**src/rtl/mcp4921_dac_writer.sv**
```systemverilog
// mcp4921_dac_writer
//
// Streaming write controller for the MCP4921 12-bit SPI DAC (SPI mode 0).
// Each accepted 12-bit sample becomes the frame {1'b0, CFG_BITS, sample}.
// The frame is shifted out MSB first on mcp_mosi while the block drives
// mcp_ss and mcp_clk itself. One sample can wait in a holding register while
// the previous frame is still in flight.
//
// Handshake: a sample transfers on a rising clk edge where sample_valid and
// sample_ready are both high. sample_ready is high exactly when the holding
// register is empty. While it is low the source must hold its sample, and
// sample_valid is ignored.
//
// Ports:
//   clk          system clock
//   rst_n        asynchronous active-low reset; aborts any frame in flight
//   sample_valid sample_data is valid
//   sample_data  12-bit unsigned DAC code
//   sample_ready holding register is empty
//   busy         a frame is in progress (FSM not idle)
//   frame_done   one-cycle pulse on the cycle mcp_ss rises at frame end
//   mcp_ss       DAC chip select, active-low
//   mcp_clk      DAC serial clock, idles low
//   mcp_mosi     DAC serial data, MSB first
//
// All outputs come straight from flops. Each output flop is loaded from the
// next-state value, so an output changes on the same edge as the state that
// produces it.
module mcp4921_dac_writer #(
    parameter int          CLK_DIV  = 25,
    parameter int          CS_SETUP = 2,
    parameter int          CS_HOLD  = 2,
    parameter int          CS_GAP   = 4,
    parameter logic [2:0]  CFG_BITS = 3'b011
) (
    input  logic        clk,
    input  logic        rst_n,
    input  logic        sample_valid,
    input  logic [11:0] sample_data,
    output logic        sample_ready,
    output logic        busy,
    output logic        frame_done,
    output logic        mcp_ss,
    output logic        mcp_clk,
    output logic        mcp_mosi
);

    localparam int DW   = (CLK_DIV > 1) ? $clog2(CLK_DIV) : 1;
    localparam int TMAX = (CS_SETUP > CS_HOLD) ?
                          ((CS_SETUP > CS_GAP) ? CS_SETUP : CS_GAP) :
                          ((CS_HOLD > CS_GAP) ? CS_HOLD : CS_GAP);
    localparam int TW   = (TMAX > 1) ? $clog2(TMAX) : 1;

    typedef enum logic [2:0] {
        IDLE  = 3'd0,
        SETUP = 3'd1,
        SHIFT = 3'd2,
        HOLD  = 3'd3,
        GAP   = 3'd4
    } state_t;

    state_t        state, state_n;
    logic          hold_full, hold_full_n;
    logic [11:0]   hold_data, hold_data_n;
    logic [15:0]   shreg, shreg_n;
    logic [DW-1:0] div_cnt, div_n;
    logic [TW-1:0] tmr, tmr_n;
    logic [3:0]    bit_cnt, bit_n;
    logic          phase, phase_n;     // 0 = sclk low half, 1 = sclk high half
    logic          active_n;

    always_comb begin
        state_n     = state;
        hold_full_n = hold_full;
        hold_data_n = hold_data;
        shreg_n     = shreg;
        div_n       = div_cnt;
        tmr_n       = tmr;
        bit_n       = bit_cnt;
        phase_n     = phase;

        // Capture is independent of the FSM, so the next sample is buffered
        // while the current frame is shifting.
        if (sample_valid && !hold_full) begin
            hold_full_n = 1'b1;
            hold_data_n = sample_data;
        end

        case (state)
            IDLE: begin
                if (hold_full) begin
                    shreg_n     = {1'b0, CFG_BITS, hold_data};
                    hold_full_n = 1'b0;
                    tmr_n       = '0;
                    state_n     = SETUP;
                end
            end
            SETUP: begin
                if (tmr == TW'(CS_SETUP - 1)) begin
                    tmr_n   = '0;
                    div_n   = '0;
                    phase_n = 1'b0;
                    bit_n   = 4'd0;
                    state_n = SHIFT;
                end else begin
                    tmr_n = tmr + TW'(1);
                end
            end
            SHIFT: begin
                if (div_cnt == DW'(CLK_DIV - 1)) begin
                    div_n = '0;
                    if (!phase) begin
                        phase_n = 1'b1;
                    end else begin
                        // End of a high half: the next data bit appears at the
                        // start of the following low half, well before the
                        // rising edge where the DAC latches it.
                        phase_n = 1'b0;
                        if (bit_cnt == 4'd15) begin
                            bit_n   = 4'd0;
                            tmr_n   = '0;
                            state_n = HOLD;
                        end else begin
                            bit_n   = bit_cnt + 4'd1;
                            shreg_n = {shreg[14:0], 1'b0};
                        end
                    end
                end else begin
                    div_n = div_cnt + DW'(1);
                end
            end
            HOLD: begin
                if (tmr == TW'(CS_HOLD - 1)) begin
                    tmr_n   = '0;
                    state_n = GAP;
                end else begin
                    tmr_n = tmr + TW'(1);
                end
            end
            GAP: begin
                if (tmr == TW'(CS_GAP - 1)) begin
                    tmr_n   = '0;
                    state_n = IDLE;
                end else begin
                    tmr_n = tmr + TW'(1);
                end
            end
            default: state_n = IDLE;
        endcase

        active_n = (state_n == SETUP) || (state_n == SHIFT) || (state_n == HOLD);
    end

    always_ff @(posedge clk or negedge rst_n) begin
        if (!rst_n) begin
            state        <= IDLE;
            hold_full    <= 1'b0;
            hold_data    <= 12'd0;
            shreg        <= 16'd0;
            div_cnt      <= '0;
            tmr          <= '0;
            bit_cnt      <= 4'd0;
            phase        <= 1'b0;
            sample_ready <= 1'b1;
            busy         <= 1'b0;
            frame_done   <= 1'b0;
            mcp_ss       <= 1'b1;
            mcp_clk      <= 1'b0;
            mcp_mosi     <= 1'b0;
        end else begin
            state        <= state_n;
            hold_full    <= hold_full_n;
            hold_data    <= hold_data_n;
            shreg        <= shreg_n;
            div_cnt      <= div_n;
            tmr          <= tmr_n;
            bit_cnt      <= bit_n;
            phase        <= phase_n;
            sample_ready <= !hold_full_n;
            busy         <= (state_n != IDLE);
            frame_done   <= (state_n == GAP) && (state != GAP);
            mcp_ss       <= !active_n;
            mcp_clk      <= (state_n == SHIFT) && phase_n;
            mcp_mosi     <= active_n && shreg_n[15];
        end
    end

endmodule

```
**config.mk**
```make
export PLATFORM = sky130hd
export DESIGN_NAME = mcp4921_dac_writer
export DESIGN_NICKNAME = d
export VERILOG_FILES = /design/src/rtl/mcp4921_dac_writer.sv
export SDC_FILE = /design/constraint.sdc
export NUM_CORES = 1
export LEC_CHECK = 0
export ABC_AREA = 1
export CORE_UTILIZATION = 50
export DETAILED_ROUTE_END_ITERATION = 8
export GPL_ROUTABILITY_DRIVEN = 0
export HOLD_SLACK_MARGIN = 0.1
export PLACE_DENSITY = 0.7
export RECOVER_POWER = 50
export SETUP_SLACK_MARGIN = 0.1
export SLEW_MARGIN = 20
export SYNTH_ARGS = -nofsm -noshare
export SYNTH_HDL_FRONTEND = slang
export SYNTH_SLANG_ARGS = --single-unit
```
**constraint.sdc**
```tcl
create_clock -name clk -period 4 [get_ports clk]
set_input_delay 1 -clock clk [delete_from_list [all_inputs] [get_ports clk]]
set_output_delay 1 -clock clk [all_outputs]
set_load 0.01 [all_outputs]
```
==> results.sh, run 1 <==
export IMPL_vias_per_cell=4.93
export IMPL_dr_pass1_iters=4
export IMPL_fmax_mhz=426
export IMPL_drc=0
export IMPL_wl_per_cell_um=11.7
export IMPL_clk_latency_ns=0.31
export IMPL_finalMaxSlewViolations=0
export IMPL_crit_path_top_delay_cell="dfstp_2"
export IMPL_pre_cts_slack_ns=1.86
export IMPL_slowest_delay_ns=0.53
export IMPL_rows=24
export IMPL_ys_dominant_reg_cell="dfrtp_1"
export IMPL_numCtsBuffers=5
export IMPL_worst_ep_arrival_time_ns=1.35
export IMPL_p_leak_uw=0.00130
export IMPL_syn_avg_cell_area_um2=8.87
export IMPL_slew_limit_headroom=0.591
export IMPL_cts_tree="yes"
export IMPL_final_common_cell="nand2_1"
export IMPL_final_hold_viol_count=0
export IMPL_setup_viol=0
export IMPL_min_path_type="register to register"
export IMPL_most_common_layout_cells="78 x nand2_1, 48 x dfrtp_1, 27 x inv_1"
export IMPL_drtAntennaViolNets=0
export IMPL_grt_pass1_wl_um=7090
export IMPL_antenna_found_initial=0
export IMPL_rsz0062_at_grt="false"
export IMPL_path_buf_inv=1
export IMPL_gr_usage_met3=0.0476
export IMPL_ir_drop_mv=0.426
export IMPL_clk_pin_slew_ns=0.09
export IMPL_powerDensity_nw_per_um2=669
export IMPL_synth_edf_count=0
export IMPL_drt_total_wl_um=3970
export IMPL_drt_initial_drc_count=74
export IMPL_initial_core_util=0.531
export IMPL_diodes=0
export IMPL_synth_nets=285
export IMPL_worstSetupPathType="register to output port"
export IMPL_synthDistinctLibCells=30
export IMPL_overflow=0
export IMPL_fin_crit_sh=0.587
export IMPL_ys_seq_area_frac=0.535
export IMPL_cts_hold_fix_buffers=0
export IMPL_grt_use_total=0.185
export IMPL_cp_top_family="flip-flops"
export IMPL_min_period_ns=2.35
export IMPL_vias=1675
export IMPL_drive_above_1_share=0.118
export IMPL_first_global_vias=1539
export IMPL_worstHoldStart="shreg[14]$_DFFE_PN0P_"
export IMPL_setup_ws_ns=1.65
export IMPL_skew_ns=0.00777
export IMPL_die_h_um=70.4
export IMPL_end_kind="output port"
export IMPL_synth_async_reset_ratio=1.00
export IMPL_reg2regPathDepth=9
export IMPL_worstPathRequired_ns=3.00
export IMPL_syn_inst=264
export IMPL_cts_path_max_buffers=2
export IMPL_design_die_area_um2=4960
export IMPL_tns_ns=0
export IMPL_use_met2=0.276
export IMPL_path_max_fanout=1
export IMPL_clkSinkCount=50
export IMPL_grt_max_degree=51
export IMPL_cts_setup_buffers=0
export IMPL_worstReg2RegEnd="shreg[0]$_DFFE_PN0P_"
export IMPL_gr_usage_met1=0.254
export IMPL_design_core_area_um2=4410
export IMPL_grt_busiest_layer="met2"
export IMPL_holdPathStages=2
export IMPL_synth_seq_cells=50
export IMPL_cts_resized=0
export IMPL_r2r_start="div_cnt[0]$_DFFE_PN0P_"
export IMPL_whs_endpoint="shreg[14]$_DFFE_PN0P_"
export IMPL_worst_pin_slew_ns=0.614
export IMPL_port_buffers=20
export IMPL_nets=308
export IMPL_r2r_slack_ns=2.36
export IMPL_synth_area_um2=2340
export IMPL_htree_levels=2
export IMPL_area_delta_synth_final_pct=14.7
export IMPL_place_hpwl_um=2780
export IMPL_run_status="completed"
export IMPL_clockRootBuffer="clkbuf_8"
export IMPL_pin_count=21
export IMPL_ys_warn_count=0
export IMPL_crit_chain="clkdlybuf4s50_1"
export IMPL_drv_cap=0
export IMPL_die_w_um=70.4
export IMPL_crit_path_start_kind="register"
==> tightest hold or removal path: cells and delay by family (launching register included) <==
kind          cells  cell delay [ns]
flops             1             0.35
simple gates      2             0.10
==> flip-flops by register name (all words and copies together) (netlist names), 2 cells and up <==
name,count
bit_cnt,4
div_cnt,5
hold_data,12
shreg,16
state,3
tmr,2
==> synth_stat cells, drive strengths merged (2+ instances only) <==
cell type,n,area (um^2)
nand4,2,12.5
a21oi,13,65.1
clkbuf,2,7.51
inv,30,118
nor3,2,15.0
dfstp,2,52.6
nor2,22,118
o21ai,19,98.9
nand2,86,353
xor2,2,17.5
buf,3,30.0
dfrtp,48,1200
nand3,20,118
or2,2,12.5
ha,6,75.1
nand3b,2,15.0
==> power breakdown <==
part	internal (uW)	total [uW]	leakage, uW	switching (uW)
combinational	237	638	0.000601	401
clock	204	366	0.0000585	162
sequential	680	792	0.000645	112
==> metal layers <==
metal	part of all wire	routed length, um
met1	0.50	1990
met2	0.45	1790
met3	0.026	105
met4	0.021	85
met5	0	0
==> worst max-delay path by stage <==
| stage | start | to | slack, ns | depth (start not counted) |
|---|---|---|---|---|
| detailed placement | sample_valid | hold_data[10]$_DFFE_PN0P_ | 1.86 | 7 |
| global placement | sample_valid | hold_data[9]$_DFFE_PN0P_ | 1.86 | 7 |
| global route | sample_ready$_DFF_PN1_ | sample_ready | 1.61 | 1 |
| floorplan | sample_valid | hold_data[0]$_DFFE_PN0P_ | 2.36 | 4 |
| finish | sample_ready$_DFF_PN1_ | sample_ready | 1.65 | 1 |
| CTS | sample_ready$_DFF_PN1_ | sample_ready | 1.63 | 1 |
==> kinds of logic after synthesis <==
kind of cell | share of synthesized area
AO/OA/AOI/OAI | 0.0807
XOR/XNOR | 0.0112
adder cells (fa/ha/maj) | 0.0321
buffers and inverters | 0.0662
flip-flops | 0.535
AND/OR/NAND/NOR | 0.275
==> through the flow <==
stage,hold slack [ns],instances,area [um^2],utilization,total power [uW]
after global routing,0.512,340,2690,0.609,1950
after global placement,0.455,332,2570,0.583,1430
after detailed placement,0.460,332,2570,0.583,1450
after floorplan,0.442,264,2340,-,1290
after CTS,0.482,340,2690,0.609,1830
final,0.476,340,2690,0.609,1800
==> final cells by class <==
cell class	count	area, um^2
clock inverters	1	30.0
inverters	30	118
repair buffers	21	205
clock buffers	7	86.3
multi-input cells	179	928
fillers	411	1730
flip-flops and latches	50	1250
well taps	52	65.1
No activity file was read; power rests on OpenSTA's default activity.
==> run 2, diff against run 1 <==
==> constraint.sdc (replaced) <==
create_clock -name clk -period 2.25 [get_ports clk]
set_input_delay 0.5625 -clock clk [delete_from_list [all_inputs] [get_ports clk]]
set_output_delay 0.5625 -clock clk [all_outputs]
set_load 0.01 [all_outputs]
==> run 2 against run 1 <==
Flip-flop and latch count did not move; critical endpoint is now mcp_ss; sequential power up 78%; cell count grew 0.88%; sequential share of layout area fell by 0.64 points; clock power grew 110%; clock-buffer cell count decreased by 1; global-route usage grew 0.21 points.
==> results.sh, run 2 (synthesized netlist as in run 1, its figures left out) <==
export IMPL_run_status="completed"
export IMPL_grt_max_degree=24
export IMPL_cts_hold_fix_buffers=0
export IMPL_pin_count=21
export IMPL_ir_drop_mv=0.692
export IMPL_path_max_fanout=1
export IMPL_crit_chain="clkdlybuf4s50_1"
export IMPL_clockPowerShare=0.227
export IMPL_slowest_delay_ns=0.54
export IMPL_cp_top_family="flip-flops"
export IMPL_wl_per_cell_um=11.5
export IMPL_vias=1673
export IMPL_antenna_found_initial=0
export IMPL_drc=0
export IMPL_vias_per_cell=4.88
export IMPL_first_global_vias=1675
export IMPL_min_period_ns=1.92
export IMPL_p_leak_uw=0.00132
export IMPL_port_buffers=20
export IMPL_worstReg2RegEnd="shreg[0]$_DFFE_PN0P_"
export IMPL_fillCellCount=364
export IMPL_clk_latency_ns=0.30
export IMPL_stdcell_area_um2=2720
export IMPL_final_cells=343
export IMPL_drtAntennaViolNets=0
export IMPL_initial_core_util=0.531
export IMPL_rows=24
export IMPL_top_register="shreg"
export IMPL_worstPathRequired_ns=1.69
export IMPL_drt_initial_drc_count=93
export IMPL_fmax_mhz=520
export IMPL_r2r_slack_ns=0.62
export IMPL_min_path_type="primary input to asynchronous set/reset pin"
export IMPL_final_hold_viol_count=0
export IMPL_clkSinkCount=50
export IMPL_placed_area_um2=2610
export IMPL_dr_pass1_iters=4
export IMPL_r2r_start="div_cnt[0]$_DFFE_PN0P_"
export IMPL_power_switching_uw=1210
export IMPL_cts_resized=0
export IMPL_p_comb_frac=0.349
export IMPL_path_buf_inv=1
export IMPL_design_die_area_um2=4960
export IMPL_drt_total_wl_um=3950
export IMPL_p_sw_frac=0.363
export IMPL_place_hpwl_um=2840
export IMPL_grt_use_total=0.187
export IMPL_worstSetupPathType="register to output port"
export IMPL_final_common_cell="nand2_1"
export IMPL_finalMaxSlewViolations=0
export IMPL_cts_setup_buffers=0
export IMPL_most_common_layout_cells="78 x nand2_1, 48 x dfrtp_1, 27 x inv_1"
export IMPL_powerDensity_nw_per_um2=1220
export IMPL_end_kind="output port"
export IMPL_largest_reg_flops=16
export IMPL_cts_tree="yes"
export IMPL_clockRootBuffer="clkbuf_8"
export IMPL_design_core_area_um2=4410
export IMPL_worst_ep_arrival_time_ns=1.36
export IMPL_crit_path_start_kind="register"
export IMPL_numCtsBuffers=5
export IMPL_top_regs="shreg: 16 flops, hold_data: 12 flops, div_cnt: 5 flops"
export IMPL_drive_above_1_share=0.120
export IMPL_worst_pin_slew_ns=1.18
export IMPL_fin_crit_sh=0.855
export IMPL_die_h_um=70.4
export IMPL_pwr_share_seq=0.423
export IMPL_setup_viol=0
export IMPL_crit_path_top_delay_cell="dfstp_2"
export IMPL_fin_util=0.617
export IMPL_area_delta_synth_final_pct=16.3
export IMPL_drv_cap=0
export IMPL_diodes=0
export IMPL_skew_ns=0.00565
export IMPL_clk_pin_slew_ns=0.09
export IMPL_cts_path_max_buffers=2
export IMPL_internal_power_uw=2120
export IMPL_slew_limit_headroom=0.211
export IMPL_reg2regPathDepth=9
export IMPL_placedCellCount=335
export IMPL_grt_pass1_wl_um=7340
export IMPL_nets=311
export IMPL_htree_levels=2
export IMPL_die_w_um=70.4
export IMPL_rsz0062_at_grt="false"
export IMPL_overflow=0
export IMPL_tns_ns=0
run 2: per-layer routing:
metal / up-vias / wire length (um) / track usage
li1: 884 / - / -
met1: 762 / 1960 / 0.248
met2: 23 / 1830 / 0.306
met3: 4 / 114 / 0.0433
met4: 0 / 41 / 0.0533
met5: - / 0 / 0
run 2: final cells by class:
class                   instances  area (um^2)  area share
multi-input cells             179          928       0.341
flip-flops and latches         50         1250       0.460
repair buffers                 24          216      0.0795
clock buffers                   6         82.6      0.0303
well taps                      52         65.1      0.0239
clock inverters                 2         60.1      0.0220
inverters                      30          118      0.0432
run 2: power groups by stage:
stage	logic (uW)	registers, uW	clock network, uW
finish	1160	1410	756
global route	1340	1450	810
CTS	1200	1410	776
detailed placement	1180	1420	0
global placement	1150	1410	0
floorplan	894	1390	0
run 2: worst max path at each step:
stage | cells past startpoint | slack [ns] | startpoint | end
after floorplan | 10 | 0.80 | div_cnt[0]$_DFFE_PN0P_ | shreg[12]$_DFFE_PN0P_
after CTS | 1 | 0.32 | mcp_ss$_DFF_PN1_ | mcp_ss
final | 1 | 0.33 | mcp_ss$_DFF_PN1_ | mcp_ss
after global placement | 7 | 0.55 | sample_valid | hold_data[10]$_DFFE_PN0P_
after global routing | 2 | 0.27 | rst_n | mcp_clk$_DFF_PN0_
after detailed placement | 7 | 0.52 | sample_valid | hold_data[9]$_DFFE_PN0P_
run 2: through the flow:
stage | power (uW) | setup WS [ns] | hold slack [ns]
detailed placement | 2600 | 0.517 | 0.453
global route | 3600 | 0.268 | 0.245
floorplan | 2290 | 0.795 | 0.267
finish | 3330 | 0.326 | 0.218
global placement | 2560 | 0.551 | 0.455
CTS | 3380 | 0.316 | 0.129
